$ cat config.mk
export PLATFORM = sky130hd
export DESIGN_NAME = fill_sequencer_flat
export DESIGN_NICKNAME = d
export VERILOG_FILES = /design/src/rtl/fill_sequencer_pkg.sv /design/src/rtl/fill_sequencer_if.sv /design/src/rtl/fill_sequencer_target_counter.sv /design/src/rtl/fill_sequencer.sv /design/src/flat_wrapper.sv
export SDC_FILE = /design/constraint.sdc
export NUM_CORES = 1
export LEC_CHECK = 0
export ABC_AREA = 0
export CAP_MARGIN = 20
export CELL_PAD_IN_SITES_DETAIL_PLACEMENT = 1
export CELL_PAD_IN_SITES_GLOBAL_PLACEMENT = 1
export CORE_UTILIZATION = 48
export DETAILED_ROUTE_END_ITERATION = 10
export DONT_BUFFER_PORTS = 1
export PLACE_DENSITY_LB_ADDON = 0.15
export SLEW_MARGIN = 20
export SYNTH_ARGS = -nofsm -noshare
export SYNTH_HDL_FRONTEND = slang
export SYNTH_SLANG_ARGS = --single-unit
$ cat constraint.sdc
create_clock -name clk -period 5.7 [get_ports clk]
set_input_delay 1.14 -clock clk [delete_from_list [all_inputs] [get_ports clk]]
set_output_delay 1.14 -clock clk [all_outputs]
set_load 0.01 [all_outputs]
$ cat src/rtl/fill_sequencer_pkg.sv
// Shared definitions for the tablet filling machine controller.
// Contents:
//   DEF_*      default widths, legal maxima and conveyor change time
//   state_e    sequencer state encoding, also shown on the front panel
package fill_pkg;

   localparam int unsigned DEF_TAB_W         = 8;
   localparam int unsigned DEF_BOT_W         = 16;
   localparam int unsigned DEF_MAX_TABLETS   = 99;
   localparam int unsigned DEF_MAX_BOTTLES   = 9999;
   localparam int unsigned DEF_CHANGE_CYCLES = 4;

   typedef enum logic [2:0] {
      ST_IDLE        = 3'd0,
      ST_WAIT_BOTTLE = 3'd1,
      ST_FILLING     = 3'd2,
      ST_BOTTLE_DONE = 3'd3,
      ST_CHANGE      = 3'd4,
      ST_BATCH_DONE  = 3'd5,
      ST_FAULT       = 3'd6
   } state_e;

endpackage

$ cat src/rtl/fill_sequencer_if.sv
// Operator/machine signal bundle of the filling sequencer.
// Ports of the master (operator panel / machine side) modport:
//   start, clear, pause, tablets_per_bottle, bottles_per_batch,
//   tablet_pulse, bottle_in_place                      -> driven
//   valve_open, conveyor_run, tablet_count, bottle_count,
//   state, batch_done, cfg_error, fault                -> observed
// The slave modport (sequencer side) has the opposite directions.
interface fill_sequencer_if
   import fill_pkg::*;
#(
   parameter int unsigned TAB_W = DEF_TAB_W,
   parameter int unsigned BOT_W = DEF_BOT_W
) ();

   logic             start;
   logic             clear;
   logic             pause;
   logic [TAB_W-1:0] tablets_per_bottle;
   logic [BOT_W-1:0] bottles_per_batch;
   logic             tablet_pulse;
   logic             bottle_in_place;

   logic             valve_open;
   logic             conveyor_run;
   logic [TAB_W-1:0] tablet_count;
   logic [BOT_W-1:0] bottle_count;
   logic [2:0]       state;
   logic             batch_done;
   logic             cfg_error;
   logic             fault;

   modport master (
      output start, clear, pause, tablets_per_bottle, bottles_per_batch,
             tablet_pulse, bottle_in_place,
      input  valve_open, conveyor_run, tablet_count, bottle_count,
             state, batch_done, cfg_error, fault
   );

   modport slave (
      input  start, clear, pause, tablets_per_bottle, bottles_per_batch,
             tablet_pulse, bottle_in_place,
      output valve_open, conveyor_run, tablet_count, bottle_count,
             state, batch_done, cfg_error, fault
   );

endinterface

$ cat src/rtl/fill_sequencer_target_counter.sv
// Loadable up-counter with a latched target.
// Ports:
//   clk, reset   rising-edge clock, synchronous active-low reset
//   i_load       latch i_target and zero the count
//   i_target     target value sampled on i_load
//   i_clr        zero the count, target kept
//   i_en         increment the count
//   o_count      current count
//   o_at_last    registered flag, high while count == target-1
// Priority: i_load > i_clr > i_en.
module target_counter
   import fill_pkg::*;
#(
   parameter int unsigned W = DEF_TAB_W
) (
   input  logic         clk,
   input  logic         reset,
   input  logic         i_load,
   input  logic [W-1:0] i_target,
   input  logic         i_clr,
   input  logic         i_en,
   output logic [W-1:0] o_count,
   output logic         o_at_last
);

   logic [W-1:0] r_target;
   logic [W-1:0] r_count;
   logic         r_at_last;
   logic [W-1:0] w_target_nx;
   logic [W-1:0] w_count_nx;

   always_comb begin
      w_target_nx = r_target;
      w_count_nx  = r_count;
      if (i_load) begin
         w_target_nx = i_target;
         w_count_nx  = '0;
      end else if (i_clr) begin
         w_count_nx = '0;
      end else if (i_en) begin
         w_count_nx = r_count + W'(1);
      end
   end

   // at_last is derived from the next count/target so it is valid in
   // the same cycle the count register shows the new value.
   always_ff @(posedge clk) begin
      if (!reset) begin
         r_target  <= '0;
         r_count   <= '0;
         r_at_last <= 1'b0;
      end else begin
         r_target  <= w_target_nx;
         r_count   <= w_count_nx;
         r_at_last <= (w_target_nx != '0) && (w_count_nx == w_target_nx - W'(1));
      end
   end

   assign o_count   = r_count;
   assign o_at_last = r_at_last;

endmodule

$ cat src/rtl/fill_sequencer.sv
// Batch sequencer for the tablet filling machine: indexes a bottle in,
// fills it to the per-bottle tablet target, moves it out, and repeats
// until the per-batch bottle target is met.
// Ports:
//   clk    rising-edge clock
//   reset  synchronous active-low reset, overrides everything
//   bus    fill_sequencer_if.slave: commands, targets, sensors in;
//          valve/conveyor drives, counts, state and flags out
// All outputs are registered; the drives are decoded from the next state.
module fill_sequencer
   import fill_pkg::*;
#(
   parameter int unsigned TAB_W         = DEF_TAB_W,
   parameter int unsigned BOT_W         = DEF_BOT_W,
   parameter int unsigned MAX_TABLETS   = DEF_MAX_TABLETS,
   parameter int unsigned MAX_BOTTLES   = DEF_MAX_BOTTLES,
   parameter int unsigned CHANGE_CYCLES = DEF_CHANGE_CYCLES
) (
   input  logic             clk,
   input  logic             reset,
   fill_sequencer_if.slave  bus
);

   state_e       r_state;
   logic [7:0]   r_timer;
   logic         r_valve_open;
   logic         r_conveyor_run;
   logic         r_batch_done;
   logic         r_cfg_error;
   logic         r_fault;

   state_e       w_next_state;
   logic [7:0]   w_timer_nx;
   logic         w_valve_nx;
   logic         w_conv_nx;
   logic         w_done_nx;
   logic         w_cfg_nx;
   logic         w_fault_nx;
   logic         w_load;
   logic         w_clr_all;
   logic         w_wait_entry;
   logic         w_tab_en;
   logic         w_bot_en;
   logic         w_tab_last;
   logic         w_bot_last;
   logic         w_cfg_ok;
   logic [TAB_W-1:0] w_tab_count;
   logic [BOT_W-1:0] w_bot_count;

   assign w_cfg_ok = (bus.tablets_per_bottle != '0)
                  && (32'(bus.tablets_per_bottle) <= MAX_TABLETS)
                  && (bus.bottles_per_batch != '0)
                  && (32'(bus.bottles_per_batch) <= MAX_BOTTLES);

   target_counter #(.W(TAB_W)) u_tab_cnt (
      .clk       (clk),
      .reset     (reset),
      .i_load    (w_load),
      .i_target  (bus.tablets_per_bottle),
      .i_clr     (w_clr_all | w_wait_entry),
      .i_en      (w_tab_en),
      .o_count   (w_tab_count),
      .o_at_last (w_tab_last)
   );

   target_counter #(.W(BOT_W)) u_bot_cnt (
      .clk       (clk),
      .reset     (reset),
      .i_load    (w_load),
      .i_target  (bus.bottles_per_batch),
      .i_clr     (w_clr_all),
      .i_en      (w_bot_en),
      .o_count   (w_bot_count),
      .o_at_last (w_bot_last)
   );

   always_comb begin
      w_next_state = r_state;
      w_timer_nx   = r_timer;
      w_done_nx    = r_batch_done;
      w_cfg_nx     = r_cfg_error;
      w_fault_nx   = r_fault;
      w_load       = 1'b0;
      w_clr_all    = 1'b0;
      w_tab_en     = 1'b0;
      w_bot_en     = 1'b0;

      if (bus.clear) begin
         w_next_state = ST_IDLE;
         w_timer_nx   = '0;
         w_done_nx    = 1'b0;
         w_cfg_nx     = 1'b0;
         w_fault_nx   = 1'b0;
         w_clr_all    = 1'b0 | 1'b1;
      end else begin
         // Tablets already in the chute still land while paused, so the
         // count (and bottle completion) is evaluated outside the pause gate.
         if ((r_state == ST_FILLING) && bus.tablet_pulse) begin
            w_tab_en = 1'b1;
            if (w_tab_last) w_next_state = ST_BOTTLE_DONE;
         end

         if (!bus.pause) begin
            case (r_state)
               ST_IDLE, ST_BATCH_DONE: begin
                  if (bus.start) begin
                     w_done_nx = 1'b0;
                     if (w_cfg_ok) begin
                        w_load       = 1'b1;
                        w_cfg_nx     = 1'b0;
                        w_next_state = ST_WAIT_BOTTLE;
                     end else begin
                        w_cfg_nx = 1'b1;
                     end
                  end
               end
               ST_WAIT_BOTTLE: begin
                  if (bus.bottle_in_place) w_next_state = ST_FILLING;
               end
               ST_FILLING: begin
                  // Bottle loss wins over a completing pulse in the same cycle.
                  if (!bus.bottle_in_place) w_next_state = ST_FAULT;
               end
               ST_BOTTLE_DONE: begin
                  w_bot_en = 1'b1;
                  if (w_bot_last) begin
                     w_next_state = ST_BATCH_DONE;
                     w_done_nx    = 1'b1;
                  end else begin
                     w_next_state = ST_CHANGE;
                     w_timer_nx   = 8'(CHANGE_CYCLES);
                  end
               end
               ST_CHANGE: begin
                  if (r_timer <= 8'd1) w_next_state = ST_WAIT_BOTTLE;
                  else                 w_timer_nx   = r_timer - 8'd1;
               end
               ST_FAULT: ;
               default: w_next_state = ST_IDLE;
            endcase
         end

         if (w_next_state == ST_FAULT) w_fault_nx = 1'b1;
      end

      w_wait_entry = (w_next_state == ST_WAIT_BOTTLE) && (r_state != ST_WAIT_BOTTLE);
      w_valve_nx   = !bus.pause && (w_next_state == ST_FILLING);
      w_conv_nx    = !bus.pause && ((w_next_state == ST_WAIT_BOTTLE) ||
                                    (w_next_state == ST_CHANGE));
   end

   always_ff @(posedge clk) begin
      if (!reset) begin
         r_state        <= ST_IDLE;
         r_timer        <= '0;
         r_valve_open   <= 1'b0;
         r_conveyor_run <= 1'b0;
         r_batch_done   <= 1'b0;
         r_cfg_error    <= 1'b0;
         r_fault        <= 1'b0;
      end else begin
         r_state        <= w_next_state;
         r_timer        <= w_timer_nx;
         r_valve_open   <= w_valve_nx;
         r_conveyor_run <= w_conv_nx;
         r_batch_done   <= w_done_nx;
         r_cfg_error    <= w_cfg_nx;
         r_fault        <= w_fault_nx;
      end
   end

   assign bus.valve_open   = r_valve_open;
   assign bus.conveyor_run = r_conveyor_run;
   assign bus.tablet_count = w_tab_count;
   assign bus.bottle_count = w_bot_count;
   assign bus.state        = r_state;
   assign bus.batch_done   = r_batch_done;
   assign bus.cfg_error    = r_cfg_error;
   assign bus.fault        = r_fault;

endmodule

$ cat src/flat_wrapper.sv
// flat-port wrapper written by rule: the top's interface ports become plain ports
module fill_sequencer_flat import fill_pkg::*;
#(
   parameter int unsigned TAB_W         = DEF_TAB_W,
   parameter int unsigned BOT_W         = DEF_BOT_W,
   parameter int unsigned MAX_TABLETS   = DEF_MAX_TABLETS,
   parameter int unsigned MAX_BOTTLES   = DEF_MAX_BOTTLES,
   parameter int unsigned CHANGE_CYCLES = DEF_CHANGE_CYCLES
)
  (clk, reset, bus_start, bus_clear, bus_pause, bus_tablets_per_bottle, bus_bottles_per_batch, bus_tablet_pulse, bus_bottle_in_place, bus_valve_open, bus_conveyor_run, bus_tablet_count, bus_bottle_count, bus_state, bus_batch_done, bus_cfg_error, bus_fault);
  fill_sequencer_if #(.TAB_W(TAB_W), .BOT_W(BOT_W)) bus_i ();
  input  logic clk;
  input  logic reset;
  input wire logic [$bits(bus_i.start)-1:0] bus_start;
  input wire logic [$bits(bus_i.clear)-1:0] bus_clear;
  input wire logic [$bits(bus_i.pause)-1:0] bus_pause;
  input wire logic [$bits(bus_i.tablets_per_bottle)-1:0] bus_tablets_per_bottle;
  input wire logic [$bits(bus_i.bottles_per_batch)-1:0] bus_bottles_per_batch;
  input wire logic [$bits(bus_i.tablet_pulse)-1:0] bus_tablet_pulse;
  input wire logic [$bits(bus_i.bottle_in_place)-1:0] bus_bottle_in_place;
  output wire logic [$bits(bus_i.valve_open)-1:0] bus_valve_open;
  output wire logic [$bits(bus_i.conveyor_run)-1:0] bus_conveyor_run;
  output wire logic [$bits(bus_i.tablet_count)-1:0] bus_tablet_count;
  output wire logic [$bits(bus_i.bottle_count)-1:0] bus_bottle_count;
  output wire logic [$bits(bus_i.state)-1:0] bus_state;
  output wire logic [$bits(bus_i.batch_done)-1:0] bus_batch_done;
  output wire logic [$bits(bus_i.cfg_error)-1:0] bus_cfg_error;
  output wire logic [$bits(bus_i.fault)-1:0] bus_fault;
  assign bus_i.start = bus_start;
  assign bus_i.clear = bus_clear;
  assign bus_i.pause = bus_pause;
  assign bus_i.tablets_per_bottle = bus_tablets_per_bottle;
  assign bus_i.bottles_per_batch = bus_bottles_per_batch;
  assign bus_i.tablet_pulse = bus_tablet_pulse;
  assign bus_i.bottle_in_place = bus_bottle_in_place;
  assign bus_valve_open = bus_i.valve_open;
  assign bus_conveyor_run = bus_i.conveyor_run;
  assign bus_tablet_count = bus_i.tablet_count;
  assign bus_bottle_count = bus_i.bottle_count;
  assign bus_state = bus_i.state;
  assign bus_batch_done = bus_i.batch_done;
  assign bus_cfg_error = bus_i.cfg_error;
  assign bus_fault = bus_i.fault;
  fill_sequencer #(.TAB_W(TAB_W), .BOT_W(BOT_W), .MAX_TABLETS(MAX_TABLETS), .MAX_BOTTLES(MAX_BOTTLES), .CHANGE_CYCLES(CHANGE_CYCLES)) u_core (.clk(clk), .reset(reset), .bus(bus_i));
endmodule
=== Word level (Yosys, flattened, before mapping) ===
Cells that the tools add are included.

* Bits in registers: 66
* Output and inout bits: 32
* Word-level logic and storage cells: 102

* Add/sub/neg operators: 5
* Magnitude comparators: 3
* Equality and inequality tests: 17
* Multiplexer cells: 38
* Bitwise gates (word level): 3
* Reduce and logical (&&, ||, !) cells: 23

{| class="wikitable"
|+ Operators by type and width
! kind !! count
|-
| $mux W16 || 4
|-
| $mux W8 || 6
|-
| $reduce_bool A16 Y1 || 2
|-
| $mux W3 || 10
|-
| $pmux W3 S6 || 1
|-
| $add A16 B1 Y16 const B || 1
|-
| $eq A16 B16 Y1 || 1
|-
| $le A16 B14 Y1 const B || 1
|-
| $pmux W8 S2 || 1
|-
| $reduce_bool A8 Y1 || 2
|-
| $sub A16 B1 Y16 const B || 1
|-
| $sub A8 B1 Y8 const B || 2
|-
| $eq A3 B3 Y1 const B || 5
|-
| $mux W1 || 15
|-
| $eq A3 B2 Y1 const B || 3
|-
| $logic_and A1 B1 Y1 || 9
|-
| $add A8 B1 Y8 const B || 1
|-
| $eq A8 B8 Y1 || 1
|-
| $le A8 B1 Y1 const B || 1
|-
| $le A8 B7 Y1 const B || 1
|-
| $ne A2 B2 Y1 const B || 4
|-
| $reduce_and A4 Y1 || 2
|-
| $eq A3 B1 Y1 const B || 2
|-
| $reduce_bool A2 Y1 || 2
|-
| other kinds (9) || 11
|}

=== Depth between registers and ports, before layout ===
Gate-level depths: netlist of the first run.

* Depth after elaboration: 17
* Mapped depth: 16
* Mapped depth without buffers: 14

=== Hierarchy ===
Synthesis of the first run repeated with hierarchy kept, for this count alone.

* Cells, all modules: 528
* Area total of the unflattened synthesis: 4414.2 um2

{| class="wikitable"
|+ By module, submodules not included
! module !! times used !! cells an instance !! area an instance (um2)
|-
| target_counter (u_core.u_bot_cnt) || 1 || 263 || 2207.1
|-
| target_counter (u_core.u_tab_cnt) || 1 || 134 || 1129.8
|-
| fill_sequencer || 1 || 131 || 1077.3
|}

=== Least setup slack after synthesis of the first run ===
No wires, ideal clock.

* Path type: input-to-reg
* From: input port bus_tablets_per_bottle[4]
* To: register u_core.u_bot_cnt.r_at_last, in the netlist u_core.u_bot_cnt.o_at_last
* Setup time: 0.092 ns
* Arrival: 4.690 ns
* Path slack: 0.918 ns
* Stages on the path: 15
* Buffers on the path: 3
* Path through: or4_4 > or4_4 > and3_1 > buf_6 > nand2_8 > buf_2 > buf_1 > mux2i_1 > ha_1 > o21ai_0 > a211oi_1 > xnor3_1 > a211oi_1 > o2111ai_1 > nor4_1

* Cells in the longest elaborated chain, start to end: 13

{| class="wikitable"
|+ Ends and longest elaborated chain
! element !! line !! text
|-
| start, declared || flat_wrapper.sv:17 || <nowiki>input wire logic [$bits(bus_i.tablets_per_bottle)-1:0] bus_tablets_per_bottle;</nowiki>
|-
| $le A8 B7 Y1 / $reduce_bool A8 Y1 (equally long branches) || fill_sequencer.sv:51, fill_sequencer.sv:50 ||
|-
| $logic_and A1 B1 Y1 * || fill_sequencer.sv:51 || <nowiki>&& (32'(bus.tablets_per_bottle) <= MAX_TABLETS)</nowiki>
|-
| $logic_and A1 B1 Y1 * || fill_sequencer.sv:52 || <nowiki>&& (bus.bottles_per_batch != '0)</nowiki>
|-
| $logic_and A1 B1 Y1 * || fill_sequencer.sv:53 || <nowiki>&& (32'(bus.bottles_per_batch) <= MAX_BOTTLES);</nowiki>
|-
| $mux W1 * || fill_sequencer.sv:108 || <nowiki>if (w_cfg_ok) begin</nowiki>
|-
| $mux W1 * || fill_sequencer.sv:106 || <nowiki>if (bus.start) begin</nowiki>
|-
| $mux W1 * || fill_sequencer.sv:104 || <nowiki>case (r_state)</nowiki>
|-
| $mux W1 * || fill_sequencer.sv:103 || <nowiki>if (!bus.pause) begin</nowiki>
|-
| $mux W1 * || fill_sequencer.sv:88 || <nowiki>if (bus.clear) begin</nowiki>
|-
| $mux W16 || fill_sequencer_target_counter.sv:35 || <nowiki>if (i_load) begin</nowiki>
|-
| $sub A16 B1 Y16 || fill_sequencer_target_counter.sv:55 || <nowiki>r_at_last <= (w_target_nx != '0) && (w_count_nx == w_target_nx - W'(1));</nowiki>
|-
| $eq A16 B16 Y1 || fill_sequencer_target_counter.sv:55 ||
|-
| $logic_and A1 B1 Y1 * || fill_sequencer_target_counter.sv:55 ||
|-
| end signal, assigned || fill_sequencer_target_counter.sv:55 ||
|-
| end, declared || fill_sequencer_target_counter.sv:28 || <nowiki>logic r_at_last;</nowiki>
|}

Mark *: on every way between the ends. The rest lies on a longest branch, timed or not.
A chain may end at the register's enable or synchronous reset.

=== Final worst setup path of the first run ===
* From: input port bus_bottles_per_batch[5]
* To: register u_core.u_bot_cnt.r_at_last, in the netlist u_core.u_bot_cnt.o_at_last

* Cells in the longest elaborated chain, start to end: 12

{| class="wikitable"
|+ Ends and longest elaborated chain
! element !! line !! text
|-
| start, declared || flat_wrapper.sv:18 || <nowiki>input wire logic [$bits(bus_i.bottles_per_batch)-1:0] bus_bottles_per_batch;</nowiki>
|-
| parallel branches: the longest is 11 deep, another holds $le A16 B14 Y1 || n/a ||
|-
| $logic_and A1 B1 Y1 * || fill_sequencer_target_counter.sv:55 ||
|}

Every way passes the cells marked *.

==> results by group, run 1 <==
Power
  – Max IR drop VDD: 0.126 mV
  – Share of power burned in registers: 0.498
  – Combinational power share: 0.061
  – Psw: 0.247 mW
  – Clock power share: 0.441
  – Pwr dens: 198 mW/mm²
  – Sw frac: 0.265
  – Internal power: 0.685 mW
  – Pleak: 1.73 nW

Synth
  – Synth Instances: 548
  – Most used DFF post-synth: dfxtp_1
  – Ys async rst share: 0
  – #FFs+latches synth: 66
  – Post-Synthesis Cell Area: 0.00444 mm²
  – Seq/Total Area, Yosys: 0.298
  – Synth unique cells: 70
  – Mean Syn Cell Area: 8.09 µm²
  – Syn Nets: 587
  – Synthesis Warnings: 0
  – Number of synthesized flops with an enable pin: 0

Routing
  – Via density: 6.32
  – Via count: 4,141
  – Residual DRC: 3
  – Final ANT Viol Nets: 0
  – TritonRoute pass-1 iters: 9
  – Wire per inst: 20.3 µm
  – Detailed Route Iter0 Violations: 157
  – Final wirelength: 13,300 µm

Final layout
  – Final Cell Area: 0.00471 mm²
  – Ratio of cells with drive above 1 in the final layout: 0.0713
  – # diodes: 0
  – Area grow syn2layout: 6.26%
  – Nets@finish: 581
  – Fill count: 1,089

GRT
  – Vias in the first global route: 4,247
  – Global route overflow: 0
  – Largest net degree at the start of global routing: 37
  – Antenna violations before repair: 0
  – All-layer global routing usage: 0.285
  – First-pass GRT wire length: 21,900 µm

Critical path
  – Worst reg-to-reg setup slack: 1.25 ns
  – Worst Reg-to-Reg Cells: 12
  – Reg2Reg Capture Point: u_core.u_bot_cnt.o_at_last$_SDFF_PN0_
  – Worst setup EP type: register
  – Startpoint type of the worst setup path: primary input
  – CP Data Arrival Time: 4.98 ns
  – Kind of critical path: in2reg
  – Delay-heaviest family, CP: simple AND/OR/NAND/NOR gates
  – Slowest Stage Delay on Critical Path: 0.71 ns
  – Critical path depth in cells: 12
  – Crit-path slowest cell: and3_1
  – Worst EP required: 5.96 ns
  – CP max FO: 26
  – Worst r2r src: u_core.bus.state[2]$_SDFF_PN0_
  – Critical path buffers and inverters: 0
  – CP endpoint: u_core.u_bot_cnt.o_at_last$_SDFF_PN0_
  – Cell chain of the critical path: nor4_1 -> o2111a_1 -> and3_1 -> nand2_8 -> mux2i_1 -> ha_1 -> o21ai_0 -> nor2_1 -> nand2_1 -> a2111oi_4 -> o2111ai_1 -> nor4_1
  – CP startpoint: bus_bottles_per_batch[5]
  – Crit path top cell by count: nor4_1

Placed design
  – I/O Buffers: 0
  – Post-DP HPWL: 10,000 µm
  – Area after DPL: 0.00452 mm²
  – Gpl congestion: 0.950
  – Place WS: 0.659 ns

CTS
  – Longest Clk Path Bufs: 2
  – Post-CTS Setup Bufs: 0
  – TritonCTS sink count: 66
  – Post-CTS Hold Buffers: 0
  – Clk_lat worst skew: 0.37 ns
  – H-tree levels: 3
  – Post-CTS resize count: 0
  – Clock buffer count from CTS: 9
  – CTS root buffer: clkbuf_8
  – Clk pin slew, worst setup/hold paths: 0.08 ns
  – CTS tree: built

Die
  – Core box area: 0.00885 mm²
  – Die Area: 0.00963 mm²
  – Die span in x: 98.1 µm
  – Die Ht: 98.1 µm
  – Io pins: 63
  – Starting Density: 0.501
  – FP Rows: 34

STA
  – RSZ-0062 raised after global routing: no
  – Minimum clock period: 4.72 ns
  – Slew Limit Fails: 0
  – Slew margin rel.: 0.419
  – Period utilization: 0.828
  – Setup TNS: 0 ns
  – Final setup fails: 0
  – Final Hold Fails: 0
  – Worst slew pin tran: 0.869 ns
  – Max Freq: 212 MHz
  – Worst Slack Setup Final: 0.980 ns
  – Worst clock skew: 0.0154 ns

Status
  – Failing checks: design-rule violations
  – Status: finished, violations left

Job
  – Max-Cap Viols: 0

Worst hold path
  – HP Class: reg2reg
[logic make-up after synthesis]
group                    synth area share
AND/OR/NAND/NOR                     0.316
AO/OA/AOI/OAI                       0.173
flip-flops                          0.298
XOR/XNOR                            0.116
buffers and inverters              0.0310
multiplexers                       0.0443
adder cells (fa/ha/maj)            0.0226
[flip-flops by register name, indices dropped and copies added (netlist names), 3 cells and up]
name and count:
u_core.u_bot_cnt.o_count 16, u_core.u_bot_cnt.r_target 16, u_core.u_tab_cnt.o_count 8, u_core.u_tab_cnt.r_target 8
u_core.r_timer 8, u_core.bus.state 3
[layout make-up]
type                    count  area, µm²  area share
multi-input cells         449       2980       0.632
flip-flops and latches     66       1320       0.280
well taps                 108        135      0.0287
clock buffers               9        124      0.0263
clock inverters             7       70.1      0.0149
repair buffers              6       45.0     0.00956
inverters                  10       37.5     0.00796
[cells in the final DEF (no fill, tap or decap), types with 4 or more instances in the layout]
cell type / n
a21oi_1: 17
and4_1: 5
nor2_1: 63
nand2_1: 45
and3_1: 14
a211oi_1: 8
nor4bb_1: 4
or3_1: 5
a31oi_1: 5
ha_1: 8
clkbuf_8: 9
xnor2_1: 19
inv_1: 10
nand4_1: 14
nor3_1: 32
buf_4: 6
nor4b_1: 6
a21o_1: 4
mux2i_1: 17
a21boi_0: 9
dfxtp_1: 66
nand3_1: 17
o21a_1: 4
nor2b_1: 16
o21ai_0: 17
or2_2: 4
xor2_1: 37
nor4_1: 13
and2_1: 8
[worst register-to-register path, delay by kind of cell, from the launching register on]
family,cells,cell delay [ns]
AND/OR/NAND/NOR,6,2.25
flip-flops,1,0.68
AO/OA/AOI/OAI,3,0.66
multiplexers,1,0.35
adder cells (fa/ha/maj),1,0.25
XOR/XNOR,1,0.16
[cells in the mapped netlist (3+ instances only)]
cell type,n,area share
ha_1,8,0.023
a31oi_1,5,0.0071
and4_1,5,0.0099
and3_1,14,0.020
a21o_1,4,0.0068
or2_2,4,0.0056
nand3_1,17,0.019
and2_1,8,0.011
nor4b_1,6,0.012
nor2_1,63,0.053
nor3_1,32,0.036
nor4_1,13,0.018
o221ai_1,3,0.0059
mux2i_1,17,0.038
a21oi_1,17,0.019
o21a_1,4,0.0068
a21boi_0,9,0.015
o21ai_0,17,0.019
buf_1,3,0.0025
inv_1,10,0.0085
xnor2_1,19,0.038
nand2_1,45,0.038
nand4_1,14,0.020
or3_1,5,0.0071
buf_2,5,0.0056
nor4bb_1,4,0.0090
a211oi_1,8,0.014
clkbuf_1,14,0.012
dfxtp_1,66,0.30
nand2b_1,3,0.0042
xor2_1,37,0.073
nor2b_1,16,0.023
[worst min path at each step]
stage                                                  start                                       end  cells after the start
floorplan           u_core.u_bot_cnt.r_target[13]$_SDFF_PN0_  u_core.u_bot_cnt.r_target[13]$_SDFF_PN0_                      2
global placement    u_core.u_bot_cnt.r_target[13]$_SDFF_PN0_  u_core.u_bot_cnt.r_target[13]$_SDFF_PN0_                      2
detailed placement  u_core.u_bot_cnt.r_target[13]$_SDFF_PN0_  u_core.u_bot_cnt.r_target[13]$_SDFF_PN0_                      2
CTS                 u_core.u_bot_cnt.r_target[13]$_SDFF_PN0_  u_core.u_bot_cnt.r_target[13]$_SDFF_PN0_                      2
global route        u_core.u_bot_cnt.r_target[13]$_SDFF_PN0_  u_core.u_bot_cnt.r_target[13]$_SDFF_PN0_                      2
finish              u_core.u_bot_cnt.r_target[13]$_SDFF_PN0_  u_core.u_bot_cnt.r_target[13]$_SDFF_PN0_                      2
[power groups by stage]
| stage | clock (mW) | combinational, mW | sequential (mW) |
|---|---|---|---|
| floorplan | 0 | 0.0480 | 0.474 |
| global placement | 0 | 0.0544 | 0.475 |
| detailed placement | 0 | 0.0559 | 0.475 |
| CTS | 0.414 | 0.0564 | 0.464 |
| global route | 0.432 | 0.0620 | 0.464 |
| finish | 0.411 | 0.0570 | 0.464 |
[through the flow]
| stage | cells | power, mW | utilization | hold slack, ns |
|---|---|---|---|---|
| global placement | 639 | 0.529 | 0.510 | 0.484 |
| detailed placement | 639 | 0.531 | 0.510 | 0.492 |
| finish | 655 | 0.932 | 0.533 | 0.498 |
| global route | 655 | 0.958 | 0.533 | 0.539 |
| CTS | 655 | 0.934 | 0.532 | 0.503 |
| floorplan | 548 | 0.522 | - | 0.470 |
[routing by layer]
layer  global-route usage  routed length (µm)
met5                    0                   0
met2                0.458                6070
met1                0.391                6330
met3               0.0537                 674
met4               0.0781                 247
(Power assumes the default switching activity.)
==> run 2: changes to the inputs <==
--- a/config.mk
+++ b/config.mk
@@ -9,7 +9,7 @@
 export CAP_MARGIN = 20
 export CELL_PAD_IN_SITES_DETAIL_PLACEMENT = 1
 export CELL_PAD_IN_SITES_GLOBAL_PLACEMENT = 1
-export CORE_UTILIZATION = 48
+export CORE_UTILIZATION = 43
 export DETAILED_ROUTE_END_ITERATION = 10
 export DONT_BUFFER_PORTS = 1
 export PLACE_DENSITY_LB_ADDON = 0.15
==> constraint.sdc (replaced) <==
create_clock -name clk -period 4.1 [get_ports clk]
set_input_delay 0.82 -clock clk [delete_from_list [all_inputs] [get_ports clk]]
set_output_delay 0.82 -clock clk [all_outputs]
set_load 0.01 [all_outputs]
==> results by group, run 2 (synthesized netlist as in run 1, its figures left out) <==
Routing
  – TritonRoute pass-1 iters: 4 (-5)
  – Via density: 6.02 (-4.8%)
  – Detailed Route Iter0 Violations: 176 (+12%)
  – Residual DRC: 0 (-3)
  – Final wirelength: 13,700 µm (+2.7%)
  – Wire per inst: 19.5 µm (-4.1%)
  – Via count: 4,223 (+2.0%)
  – Final ANT Viol Nets: 0 (unchanged)

CTS
  – Clk pin slew, worst setup/hold paths: 0.08 ns (about the same)
  – TritonCTS sink count: 66 (unchanged)
  – Clk_lat worst skew: 0.35 ns (-0.02 ns)
  – CTS root buffer: clkbuf_8
  – CTS tree: built
  – Clock buffer count from CTS: 9 (unchanged)
  – Longest Clk Path Bufs: 2 (unchanged)
  – H-tree levels: 3 (unchanged)

Die
  – FP Rows: 36 (+5.9%)
  – Die Ht: 104 µm (+5.5%)
  – Core box area: 0.00986 mm² (+11%)
  – Starting Density: 0.450 (-0.0516)
  – Io pins: 63 (unchanged)
  – Die span in x: 104 µm (+5.5%)
  – Die Area: 0.0107 mm² (+11%)

STA
  – Setup TNS: 0 ns (unchanged)
  – Minimum clock period: 3.77 ns
  – Final setup fails: 0 (unchanged)
  – Worst clock skew: 0.00892 ns (-0.00645 ns)
  – RSZ-0062 raised after global routing: no
  – Worst slew pin tran: 0.624 ns (-0.246 ns)
  – Slew margin rel.: 0.578 (+0.159)
  – Period utilization: 0.920
  – Slew Limit Fails: 0 (unchanged)
  – Final Hold Fails: 0 (unchanged)
  – Max Freq: 265 MHz

Status
  – Status: finished clean

Placed design
  – Placed insts: 686 (+7.4%)
  – I/O Buffers: 0 (unchanged)
  – Post-DP HPWL: 10,700 µm (+6.4%)
  – Gpl congestion: 0.865 (-8.9%)

Critical path
  – Crit-path slowest cell: or4_4
  – CP Data Arrival Time: 4.04 ns (-0.94 ns)
  – Worst setup EP type: register
  – Cell chain of the critical path: or4_4 -> or4_4 -> and3_4 -> nand2_8 -> mux2i_4 -> ha_1 -> nor4b_1 -> mux2i_1 -> a211oi_1 -> o2111ai_1 -> nor4_1
  – Worst EP required: 4.36 ns (-1.60 ns)
  – Startpoint type of the worst setup path: primary input
  – Kind of critical path: in2reg
  – Crit path top cell by count: or4_4
  – CP max FO: 8 (-69%)
  – Delay-heaviest family, CP: simple AND/OR/NAND/NOR gates
  – Critical path buffers and inverters: 0 (unchanged)
  – Slowest Stage Delay on Critical Path: 0.53 ns (-0.18 ns)

Final layout
  – Layout Cells excl Fill: 702 (+7.2%)
  – Ratio of cells with drive above 1 in the final layout: 0.112 (+0.0412)
  – Area grow syn2layout: 10.9%
  – Most frequent cells in the layout: dfxtp_1, nor2_1, nand2_1, xor2_1, nor3_1
  – # diodes: 0 (unchanged)
  – Commonest non-fill, non-tap cell in the layout: dfxtp_1
  – Nets@finish: 603 (+3.8%)
  – Fill count: 1,220 (+12%)

GRT
  – Largest net degree at the start of global routing: 37 (unchanged)
  – Global route overflow: 0 (unchanged)
  – All-layer global routing usage: 0.261 (-0.0242)
  – Antenna violations before repair: 0 (unchanged)
  – First-pass GRT wire length: 22,300 µm (+2.0%)
  – Vias in the first global route: 4,384 (+3.2%)

Power
  – Pwr dens: 251 mW/mm² (+27%)
  – Pleak: 1.80 nW (+4.6%)
  – Max IR drop VDD: 0.112 mV (-11%)

Job
  – Max-Cap Viols: 0 (unchanged)

Worst hold path
  – HP Class: reg2reg
## run 2: metal layers
layer	up-vias	wire length (µm)	track usage
met5	-	0	0
met4	0	446	0.117
met3	32	538	0.0491
met2	95	6850	0.455
met1	2062	5850	0.309
li1	2034	-	-
## run 2: worst paths after layout
check / endpoint / cells after the start / slack (ns) / from
setup reg to reg: u_core.u_tab_cnt.o_at_last$_SDFF_PN0_ / 15 / 0.49 / u_core.bus.state[0]$_SDFF_PN0_
setup / recovery: u_core.u_bot_cnt.o_at_last$_SDFF_PN0_ / 11 / 0.33 / bus_tablets_per_bottle[4]
hold reg to reg: u_core.u_bot_cnt.r_target[13]$_SDFF_PN0_ / 2 / 0.51 / u_core.u_bot_cnt.r_target[13]$_SDFF_PN0_
hold / removal: u_core.u_bot_cnt.r_target[13]$_SDFF_PN0_ / 2 / 0.51 / u_core.u_bot_cnt.r_target[13]$_SDFF_PN0_
## run 2: area by class of cell
type                    instances  area [µm²]  share of cell area
multi-input cells             449        3010               0.612
flip-flops and latches         66        1320               0.269
repair buffers                 28         210              0.0427
well taps                     133         166              0.0338
clock buffers                  11         141              0.0287
inverters                      10        37.5             0.00763
clock inverters                 5        30.0             0.00611
## run 2: timing repair
item                       in CTS  in global routing
setup endpoints to repair       0                  1
buffers inserted                0                  0
resized for setup               0                  1
hold buffers                    0                  0
## run 2: tightest hold or removal path: cells and delay by family (launching register included)
| kind | cells | cell delay, ns |
|---|---|---|
| AOI/OAI and AO/OA | 1 | 0.07 |
| DFF | 1 | 0.34 |
| and+or+nand+nor | 1 | 0.06 |
## run 2: power breakdown
group / switching, mW / internal (mW)
Clock: 0.271 / 0.233
Combinational: 0.0504 / 0.0372
Sequential: 0.00287 / 0.642
Total: 0.324 / 0.912
## run 2: through the flow
step | utilization | setup slack [ns] | hold WS (ns) | power [mW] | area (µm²)
2_1_floorplan | - | -0.0128 | 0.470 | 0.726 | 4490
3_3_place_gp | 0.481 | 0.00380 | 0.495 | 0.745 | 4740
3_5_place_dp | 0.481 | -0.169 | 0.506 | 0.748 | 4740
4_1_cts | 0.498 | 0.182 | 0.517 | 1.25 | 4920
5_1_grt | 0.499 | 0.0142 | 0.517 | 1.29 | 4920
6_report | 0.499 | 0.327 | 0.512 | 1.24 | 4920
